[src/rtl/lsu_mem_pkg.sv]
// Shared definitions for the LSU memory switch: tag bit positions,
// response source encoding and request-buffer state encoding.
package lsu_mem_pkg;

    localparam int TAG_SM_BIT = 0;
    localparam int TAG_NC_BIT = 1;

    typedef enum logic {
        SRC_CACHE = 1'b0,
        SRC_SMEM  = 1'b1
    } rsp_src_t;

    typedef enum logic [1:0] {
        BUF_EMPTY = 2'd0,
        BUF_ONE   = 2'd1,
        BUF_FULL  = 2'd2
    } buf_state_t;

endpackage

[src/rtl/lsu_elastic_buf.sv]
// Two-entry elastic buffer with registered outputs. Handshake: a transfer
// happens on a side in any cycle where both valid and ready are high there.
module lsu_elastic_buf
    import lsu_mem_pkg::*;
#(
    parameter int DATAW = 8
) (
    input  logic             clk,
    input  logic             reset,
    input  logic             in_valid_i,
    input  logic [DATAW-1:0] in_data_i,
    output logic             in_ready_o,
    output logic             out_valid_o,
    output logic [DATAW-1:0] out_data_o,
    input  logic             out_ready_i,
    output buf_state_t       state_o
);

    buf_state_t       state_q;
    logic [DATAW-1:0] head_q;
    logic [DATAW-1:0] tail_q;
    logic             push;
    logic             pop;

    assign in_ready_o  = (state_q != BUF_FULL);
    assign out_valid_o = (state_q != BUF_EMPTY);
    assign out_data_o  = head_q;
    assign state_o     = state_q;
    assign push        = in_valid_i && in_ready_o;
    assign pop         = out_valid_o && out_ready_i;

    // head_q always holds the oldest entry; tail_q is only live in FULL.
    always_ff @(posedge clk) begin
        if (reset) begin
            state_q <= BUF_EMPTY;
            head_q  <= '0;
            tail_q  <= '0;
        end else begin
            case (state_q)
                BUF_EMPTY: begin
                    if (push) begin
                        head_q  <= in_data_i;
                        state_q <= BUF_ONE;
                    end
                end
                BUF_ONE: begin
                    if (push && pop) begin
                        head_q <= in_data_i;
                    end else if (push) begin
                        tail_q  <= in_data_i;
                        state_q <= BUF_FULL;
                    end else if (pop) begin
                        state_q <= BUF_EMPTY;
                    end
                end
                BUF_FULL: begin
                    if (pop) begin
                        head_q  <= tail_q;
                        state_q <= BUF_ONE;
                    end
                end
                default: state_q <= BUF_EMPTY;
            endcase
        end
    end

endmodule

[src/rtl/lsu_mem_switch.sv]
// Per-lane steering of LSU requests to shared memory or D$ by tag[0], and a
// round-robin merge of the two response streams into one registered port.
module lsu_mem_switch
    import lsu_mem_pkg::*;
#(
    parameter int NUM_LANES = 4,
    parameter int ADDR_W    = 30,
    parameter int DATA_W    = 32,
    parameter int TAG_W     = 16
) (
    input  logic                                  clk,
    input  logic                                  reset,
    input  logic [NUM_LANES-1:0]                  lsu_req_valid_i,
    input  logic [NUM_LANES-1:0]                  lsu_req_rw_i,
    input  logic [NUM_LANES-1:0][ADDR_W-1:0]      lsu_req_addr_i,
    input  logic [NUM_LANES-1:0][DATA_W/8-1:0]    lsu_req_byteen_i,
    input  logic [NUM_LANES-1:0][DATA_W-1:0]      lsu_req_data_i,
    input  logic [NUM_LANES-1:0][TAG_W-1:0]       lsu_req_tag_i,
    output logic [NUM_LANES-1:0]                  lsu_req_ready_o,
    output logic [NUM_LANES-1:0]                  cache_req_valid_o,
    output logic [NUM_LANES-1:0]                  cache_req_rw_o,
    output logic [NUM_LANES-1:0][ADDR_W-1:0]      cache_req_addr_o,
    output logic [NUM_LANES-1:0][DATA_W/8-1:0]    cache_req_byteen_o,
    output logic [NUM_LANES-1:0][DATA_W-1:0]      cache_req_data_o,
    output logic [NUM_LANES-1:0][TAG_W-1:0]       cache_req_tag_o,
    input  logic [NUM_LANES-1:0]                  cache_req_ready_i,
    output logic [NUM_LANES-1:0]                  smem_req_valid_o,
    output logic [NUM_LANES-1:0]                  smem_req_rw_o,
    output logic [NUM_LANES-1:0][ADDR_W-1:0]      smem_req_addr_o,
    output logic [NUM_LANES-1:0][DATA_W/8-1:0]    smem_req_byteen_o,
    output logic [NUM_LANES-1:0][DATA_W-1:0]      smem_req_data_o,
    output logic [NUM_LANES-1:0][TAG_W-1:0]       smem_req_tag_o,
    input  logic [NUM_LANES-1:0]                  smem_req_ready_i,
    input  logic                                  cache_rsp_valid_i,
    input  logic [NUM_LANES-1:0]                  cache_rsp_tmask_i,
    input  logic [NUM_LANES-1:0][DATA_W-1:0]      cache_rsp_data_i,
    input  logic [TAG_W-1:0]                      cache_rsp_tag_i,
    output logic                                  cache_rsp_ready_o,
    input  logic                                  smem_rsp_valid_i,
    input  logic [NUM_LANES-1:0]                  smem_rsp_tmask_i,
    input  logic [NUM_LANES-1:0][DATA_W-1:0]      smem_rsp_data_i,
    input  logic [TAG_W-1:0]                      smem_rsp_tag_i,
    output logic                                  smem_rsp_ready_o,
    output logic                                  lsu_rsp_valid_o,
    output logic [NUM_LANES-1:0]                  lsu_rsp_tmask_o,
    output logic [NUM_LANES-1:0][DATA_W-1:0]      lsu_rsp_data_o,
    output logic [TAG_W-1:0]                      lsu_rsp_tag_o,
    input  logic                                  lsu_rsp_ready_i,
    output buf_state_t [NUM_LANES-1:0]            dbg_cache_state_o,
    output buf_state_t [NUM_LANES-1:0]            dbg_smem_state_o,
    output rsp_src_t                              dbg_rsp_prio_o
);

    localparam int REQ_W = 1 + ADDR_W + DATA_W/8 + DATA_W + TAG_W;

    for (genvar i = 0; i < NUM_LANES; i++) begin : g_lane
        logic             to_smem;
        logic             cache_in_rdy;
        logic             smem_in_rdy;
        logic [REQ_W-1:0] req_pl;
        logic [REQ_W-1:0] cache_pl;
        logic [REQ_W-1:0] smem_pl;

        assign to_smem = lsu_req_tag_i[i][TAG_SM_BIT];
        assign req_pl  = {lsu_req_rw_i[i], lsu_req_addr_i[i], lsu_req_byteen_i[i],
                          lsu_req_data_i[i], lsu_req_tag_i[i]};

        lsu_elastic_buf #(.DATAW(REQ_W)) u_cache_buf (
            .clk         (clk),
            .reset       (reset),
            .in_valid_i  (lsu_req_valid_i[i] && !to_smem),
            .in_data_i   (req_pl),
            .in_ready_o  (cache_in_rdy),
            .out_valid_o (cache_req_valid_o[i]),
            .out_data_o  (cache_pl),
            .out_ready_i (cache_req_ready_i[i]),
            .state_o     (dbg_cache_state_o[i])
        );

        lsu_elastic_buf #(.DATAW(REQ_W)) u_smem_buf (
            .clk         (clk),
            .reset       (reset),
            .in_valid_i  (lsu_req_valid_i[i] && to_smem),
            .in_data_i   (req_pl),
            .in_ready_o  (smem_in_rdy),
            .out_valid_o (smem_req_valid_o[i]),
            .out_data_o  (smem_pl),
            .out_ready_i (smem_req_ready_i[i]),
            .state_o     (dbg_smem_state_o[i])
        );

        // Only the routing bit reaches ready combinationally; buffer readiness is registered.
        assign lsu_req_ready_o[i] = to_smem ? smem_in_rdy : cache_in_rdy;

        assign {cache_req_rw_o[i], cache_req_addr_o[i], cache_req_byteen_o[i],
                cache_req_data_o[i], cache_req_tag_o[i]} = cache_pl;
        assign {smem_req_rw_o[i], smem_req_addr_o[i], smem_req_byteen_o[i],
                smem_req_data_o[i], smem_req_tag_o[i]} = smem_pl;
    end

    logic                             rsp_valid_q, rsp_valid_d;
    logic [NUM_LANES-1:0]             rsp_tmask_q, rsp_tmask_d;
    logic [NUM_LANES-1:0][DATA_W-1:0] rsp_data_q, rsp_data_d;
    logic [TAG_W-1:0]                 rsp_tag_q, rsp_tag_d;
    rsp_src_t                         prio_q, prio_d;
    logic                             rsp_take;
    logic                             gnt_cache;
    logic                             gnt_smem;

    // Grants are suppressed in reset so no source is acked without capture.
    always_comb begin
        rsp_take  = !rsp_valid_q || lsu_rsp_ready_i;
        gnt_cache = !reset && rsp_take && cache_rsp_valid_i &&
                    (!smem_rsp_valid_i || prio_q == SRC_CACHE);
        gnt_smem  = !reset && rsp_take && smem_rsp_valid_i &&
                    (!cache_rsp_valid_i || prio_q == SRC_SMEM);

        rsp_valid_d = rsp_valid_q;
        rsp_tmask_d = rsp_tmask_q;
        rsp_data_d  = rsp_data_q;
        rsp_tag_d   = rsp_tag_q;
        prio_d      = prio_q;

        if (rsp_take) begin
            rsp_valid_d = gnt_cache || gnt_smem;
        end
        if (gnt_cache) begin
            rsp_tmask_d = cache_rsp_tmask_i;
            rsp_data_d  = cache_rsp_data_i;
            rsp_tag_d   = cache_rsp_tag_i;
        end else if (gnt_smem) begin
            rsp_tmask_d = smem_rsp_tmask_i;
            rsp_data_d  = smem_rsp_data_i;
            rsp_tag_d   = smem_rsp_tag_i;
        end
        if (cache_rsp_valid_i && smem_rsp_valid_i && rsp_take) begin
            prio_d = gnt_cache ? SRC_SMEM : SRC_CACHE;
        end
    end

    always_ff @(posedge clk) begin
        if (reset) begin
            rsp_valid_q <= 1'b0;
            rsp_tmask_q <= '0;
            rsp_data_q  <= '0;
            rsp_tag_q   <= '0;
            prio_q      <= SRC_CACHE;
        end else begin
            rsp_valid_q <= rsp_valid_d;
            rsp_tmask_q <= rsp_tmask_d;
            rsp_data_q  <= rsp_data_d;
            rsp_tag_q   <= rsp_tag_d;
            prio_q      <= prio_d;
        end
    end

    assign cache_rsp_ready_o = gnt_cache;
    assign smem_rsp_ready_o  = gnt_smem;
    assign lsu_rsp_valid_o   = rsp_valid_q;
    assign lsu_rsp_tmask_o   = rsp_tmask_q;
    assign lsu_rsp_data_o    = rsp_data_q;
    assign lsu_rsp_tag_o     = rsp_tag_q;
    assign dbg_rsp_prio_o    = prio_q;

endmodule

[config.mk]
export PLATFORM = sky130hd
export DESIGN_NAME = lsu_mem_switch
export DESIGN_NICKNAME = d
export VERILOG_FILES = /design/src/rtl/lsu_mem_pkg.sv /design/src/rtl/lsu_elastic_buf.sv /design/src/rtl/lsu_mem_switch.sv
export SDC_FILE = /design/constraint.sdc
export NUM_CORES = 2
export LEC_CHECK = 0
export ABC_CLOCK_PERIOD_IN_PS = 2200
export CAP_MARGIN = 20
export CELL_PAD_IN_SITES_DETAIL_PLACEMENT = 1
export CELL_PAD_IN_SITES_GLOBAL_PLACEMENT = 1
export CORE_AREA = 2 2 578 580
export DETAILED_ROUTE_END_ITERATION = 16
export DIE_AREA = 0 0 580 582
export PLACE_DENSITY_LB_ADDON = 0.15
export REMOVE_ABC_BUFFERS = 1
export SETUP_SLACK_MARGIN = 0.2
export SYNTH_ARGS = -nofsm -noshare
export SYNTH_HDL_FRONTEND = slang
export SYNTH_SLANG_ARGS = --single-unit
[constraint.sdc]
create_clock -name clk -period 2.2 [get_ports clk]
set_input_delay 0.33 -clock clk [delete_from_list [all_inputs] [get_ports clk]]
set_output_delay 0.33 -clock clk [all_outputs]
set_load 0.1 [all_outputs]
Word level (Yosys, flattened, before mapping). Index checks and enable logic that the tools add are counted.

Register bits: 1494. Bits in latches: 0. RAM bits: 0. ROM bits: 0. Input bits: 645. Word-level logic and storage cells: 296. Memories: 0.

$add $sub $neg: 0. Multiply operators: 0. Divide/modulo/power cells: 0. Order comparisons: 0. Equality and inequality tests: 64. Shifts and indexed selects: 0. Muxes and demuxes: 91. Bitwise operators: 9. Reductions and logical operators: 100.

Operators with widths (number): 2-to-1 mux 83 bit (24); case mux 83 bit (3 select lines) (8); 2-to-1 mux 128 bit (2); 2-to-1 mux 2 bit (40); AND reduction 4 bit (16); inequality test 2 x 1 -> 1 bit (second input constant) (24); case mux 2 bit (3 select lines) (8); logical AND 1 bit (39); 2-to-1 mux 16 bit (2); inequality test 2 bit (second input constant) (16); inequality test 3 x 1 -> 1 bit (second input constant) (8); AND reduction 3 bit (8); nonzero test 3 bit (8); nonzero test 2 bit (9); == test 2 x 1 -> 1 bit (second input constant) (8); == test 2 bit (second input constant) (8); logical NOT 2 bit (8); inverter 1 bit (9); logical NOT 1 bit (8); 2-to-1 mux 4 bit (2); 2-to-1 mux 1 bit (5); logical OR 1 bit (4).

Longest topological paths before layout.
Word-level depth: 7. Mapped depth: 8. Mapped depth without buffers: 5.

Hierarchy. A second synthesis with hierarchy kept.

Cell total of the unflattened synthesis: 7253. Area, all modules: 65140.0 um^2.

Modules (own cells, without submodules): lsu_elastic_buf (instances 8, cells each 765, area an instance 6975.4 um^2); lsu_mem_switch (instances 1, cells each 1133, area an instance 9336.5 um^2).

Least setup slack after synthesis. OpenSTA, ideal clock, no wires.

Kind: reg-to-output. From: register g_lane[1].u_cache_buf.state_q[0]. To: output lsu_req_ready_o[1]. Arrival time: 3335 ps. Required time: 1870 ps. Slack: -1465 ps. Cell stages (with the launch flop): 7. Path buffers: 3. Cell sequence: dfxtp_1 -> nand2b_1 -> clkbuf_1 -> buf_2 -> buf_2 -> nor2_1 -> a21oi_1.

Cells in the longest elaborated chain, start to end: 2.

Ends and longest elaborated chain: from (decl) (RTL line lsu_elastic_buf.sv:19) `buf_state_t state_q;`; from (signal assigned) (RTL line lsu_elastic_buf.sv:35) `state_q <= BUF_EMPTY;`; from (signal assigned) (RTL line lsu_elastic_buf.sv:43) `state_q <= BUF_ONE;`; from (signal assigned) (RTL line lsu_elastic_buf.sv:51) `state_q <= BUF_FULL;`; inequality test 2 bit (RTL line lsu_elastic_buf.sv:25) `assign in_ready_o = (state_q != BUF_FULL);`; 2-to-1 mux 1 bit (RTL line lsu_mem_switch.sv:93) `assign lsu_req_ready_o[i] = to_smem ? smem_in_rdy : cache_in_rdy;`; to (decl) (RTL line lsu_mem_switch.sv:19) `output logic [NUM_LANES-1:0] lsu_req_ready_o,`.

No other way between the ends.

Worst setup path after layout.
From: register rsp_valid_q (netlist: lsu_rsp_valid_o). To: output cache_rsp_ready_o.

Cells in the longest elaborated chain, start to end: 5.

Ends and longest elaborated chain: from (decl) (RTL line lsu_mem_switch.sv:101) `logic rsp_valid_q, rsp_valid_d;`; from (signal assigned) (RTL line lsu_mem_switch.sv:149) `rsp_valid_q <= rsp_valid_d;`; logical NOT 1 bit (RTL line lsu_mem_switch.sv:112) `rsp_take = !rsp_valid_q || lsu_rsp_ready_i;`; logical OR 1 bit (RTL line lsu_mem_switch.sv:112); logical AND 1 bit (3 in a row) (RTL line lsu_mem_switch.sv:113) `gnt_cache = !reset && rsp_take && cache_rsp_valid_i &&`; to (decl) (RTL line lsu_mem_switch.sv:38) `output logic cache_rsp_ready_o,`.

No other way between the ends.

==> results.cfg <==
[setup_path]
crit_path_end = cache_rsp_ready_o
cp-end-kind = primary output
critical_path.reg2reg.startpoint = lsu_rsp_valid_o
startpoint_type = flip-flop
startpoint = lsu_rsp_valid_o
crit_path_cell_trace = nor2b_4 > or4_4 > clkinv_8 > buf_12 > buf_12
ff2ff_path_depth = 7
max_stage_delay_ps = 550
worstPathMaxFanout = 2
worstReg2RegEnd = lsu_rsp_data_o[99]
r2r_setup_slack_ps = 70
crit_path_top_delay_cell = or4_4
cp_data_arrival_time_ps = 2230
critPathKind = flip-flop to primary output
worstSetupPathDepth = 5
timing.critical_path.required_ps = 1870
worstPathBufferInverterCount = 3
critical_path.most_common_cell = buf_12
critical_path.top_delay_family = simple AND/OR/NAND/NOR gates

[hold_path]
hold_path.class = input pin to flip-flop

[final_layout]
multi_input_comb_area_sq_um = 26400
drive_above_1_share_pct = 19.4
layout_filler_cell_count = 38600
area_growth_syn_to_layout_pct = 53.3
final-seq-area_sq_um = 30000
final_core_utilization_pct = 27.0
finalNetCount = 9557
final_area_sq_um = 89600

[sta]
fin_worst_skew_ps = 47.8
finalHoldViolations = 0
worstMarginPinSlew_ps = 1400
grt_setup_unrepaired = true
finalCriticalPeriod_ps = 2560
timing.final.ws_setup_ps = -364
finalSetupViolations = 3
post-route-period-util_pct = 117
max_slew_margin_pct = 6.62
achievable_freq_mhz = 390
maxSlewViolCount = 0

[clocking]
cts_tree = done
clkSlewWorstSetupHoldPaths_ps = 60
max-clock-path-buffers = 4
clkLatencyLatePin_ps = 870
cts_root_buffer = clkbuf_16
h-tree-depth = 4
clock_sinks = 1494
cts_buffers = 195

[route]
wirelength_microns = 334000
first_drt_iteration_drcs = 2864
route.detailed.drc = 0
final_antenna_net_count = 0
route.detailed.vias_per_inst = 4.39
wl_per_cell_microns = 24.7
via_count = 59200
first_drt_pass_iteration_count = 5

[logic_synthesis]
synthCells = 7259
syn_area_per_cell_sq_um = 8.05
synth_top_cell_area_share_pct = 51.2
synth_largest_area_cell = dfxtp_1
synthTopCellsByArea = dfxtp_1, nand2_1, a311oi_1
synthesis.yosys.warnings = 0
ys_types = 46
dominantRegCellSynth = dfxtp_1
synth.ff_latch_count = 1494
netlist_area_sq_um = 58500
post_synth_edffs = 0
async_sr_flop_fraction_pct = 0
sequential_to_total_area_share_from_yosys_stat_pct = 51.2

[global_routing]
grt_antenna_before_repair = 138
grt_usage_pct = 18.6
grt_pass1_vias = 60300
maximum_number_of_pins_on_one_net_before_global_route_repair = 186
globalRoute.totalOverflow = 0
grt_first_pass_wirelength_microns = 460000

[power]
switching_fraction_pct = 35.3
power_density_nw_per_um2 = 897
leakagePower_nw = 34.3
switchingPower_w = 0.0283
power.internal_w = 0.0520
sequentialPowerShare_pct = 36.7
comb_power_share_pct = 23.5
pwr-share-clk_pct = 39.8
ir_worst_vdd_mv = 0.662

[placement]
dp.final_hpwl_microns = 245000
finalWeightedCongestion = 0.891
minimum_setup_slack_after_placement_ps = -283
placed_area_sq_um = 78800
buffer_ports.inserted = 1488

[run_status]
run_status = finished, violations left
violations = negative setup slack

[flow_run]
timing.max_cap.violations = 0

[die]
top_ports = 1489
core-area_sq_um = 332000
die_area_sq_um = 338000
die_height_microns = 582
chipWidth_microns = 580
initial_cell_density_of_the_core_pct = 17.6
fp-row-count = 212
==> worst register-to-register path, cell delays in order, from the launching register on <==
cell      delay (ps)
dfxtp_2          320
nor2b_4          120
or4_4            550
clkinv_8         100
buf_4            250
buf_12           240
nand2_1          110
a311oi_1         300
==> layout by cell type (no fill, tap or decap), drive strengths merged, types with 8 or more instances in the layout <==
cell type         n
a311oi          559
nor2b            12
nor3b             8
nand2b           14
mux2i           254
inv              11
clkdlybuf4s50   643
or2               8
nor2            839
clkinv           25
a211oi          254
nor3              9
dlygate4sd3     162
dfxtp          1494
buf            1277
a21oi           667
clkbuf          321
nand2          2441
diode            64
==> area by class of cell <==
cell class | instances | area share (%)
Multi-Input combinational cell | 5112 | 29.4
Sequential cell | 1494 | 33.5
Antenna cell | 64 | 0.179
Clock inverter | 36 | 0.501
Tap cell | 4387 | 6.13
Clock buffer | 303 | 6.42
Inverter | 7 | 0.0461
Timing Repair Buffer | 2102 | 23.7
==> how the worst min path moves through the flow <==
| stage | depth (start not counted) | slack [ps] | end | startpoint |
|---|---|---|---|---|
| floorplan | 1 | 400 | lsu_rsp_data_o[38] | reset |
| global placement | 2 | 440 | g_lane[3].u_cache_buf.tail_q[30] | g_lane[3].u_cache_buf.tail_q[30] |
| detailed placement | 2 | 450 | g_lane[2].u_cache_buf.tail_q[71] | g_lane[2].u_cache_buf.tail_q[71] |
| CTS | 3 | 0.2 | lsu_rsp_data_o[97] | cache_rsp_data_i[97] |
| global route | 3 | 30 | lsu_rsp_data_o[97] | cache_rsp_data_i[97] |
| finish | 3 | 80 | g_lane[1].u_smem_buf.tail_q[67] | reset |
==> state kept, by name, indices dropped and copies added (netlist names) <==
signal / count
g_lane.u_cache_buf.state_o: 8
g_lane.u_smem_buf.out_data_o: 332
lsu_rsp_data_o: 128
dbg_rsp_prio_o: 1
lsu_rsp_tag_o: 16
lsu_rsp_tmask_o: 4
g_lane.u_cache_buf.tail_q: 332
g_lane.u_cache_buf.out_data_o: 332
lsu_rsp_valid_o: 1
g_lane.u_smem_buf.tail_q: 332
g_lane.u_smem_buf.state_o: 8
==> cells in the mapped netlist, types with 3 or more instances <==
master    instances
nand2b_1         14
buf_4            10
buf_8             9
nand2_1        2441
buf_6             3
nand4b_1          3
buf_2           130
nor3b_1           8
nand3b_1          6
o32ai_1           3
dfxtp_1        1494
and2_1            5
clkbuf_1        468
nor3_1            8
inv_1             6
nor2_1          839
a311oi_1        549
o22a_1            4
buf_1            26
or2_2             8
mux2i_1         254
a21oi_1         667
a311oi_2         10
nor2b_1          11
a211oi_1        254
==> metrics by stage <==
| stage | hold WS (ps) | cells | power, W | setup TNS, ps |
|---|---|---|---|---|
| after global routing | 28.3 | 13500 | 0.0835 | -816 |
| after CTS | 0.239 | 13400 | 0.0814 | -3350 |
| final | 81.8 | 13500 | 0.0804 | -477 |
| after global placement | 441 | 12800 | 0.0479 | -25790 |
| after detailed placement | 447 | 12800 | 0.0481 | -36510 |
| after floorplan | 398 | 6613 | 0.0416 | -7052950 |
==> repair_timing <==
action | in CTS | in global routing
pin swaps | 16 | 57
setup buffers | 27 | 40
hold endpoints to repair | 176 | 0
endpoints found under the setup margin | 198 | 470
cloned | 1 | 23
gates resized for setup | 380 | 114
hold buffers | 163 | 0
==> power by group through the flow <==
stage          Sequential [W]  Clock, W  Combinational [W]
2_1_floorplan          0.0382         0            0.00335
3_3_place_gp           0.0300         0             0.0179
3_5_place_dp           0.0300         0             0.0180
4_1_cts                0.0295    0.0332             0.0187
5_1_grt                0.0297    0.0342             0.0197
6_report               0.0295    0.0320             0.0189
==> cell families after synthesis <==
group	count (synthesis)	share of synthesized area, %
muxes	254	4.35
xor gates and xnor gates	3	0.0450
DFF	1494	51.2
AOI/OAI and AO/OA	1498	17.7
buffers and inverters	653	4.76
and+or+nand+nor	3357	22.0
==> routing by layer <==
metal | part of all wire (%) | track usage (%) | vias to the layer above
met4 | 4.3 | 7.80 | 62
met3 | 6.7 | 5.45 | 514
met5 | 0.12 | 0 | -
met1 | 40 | 21.4 | 29100
met2 | 49 | 32.1 | 1447
li1 | - | - | 28100
Power figures use the tool's default switching activity.
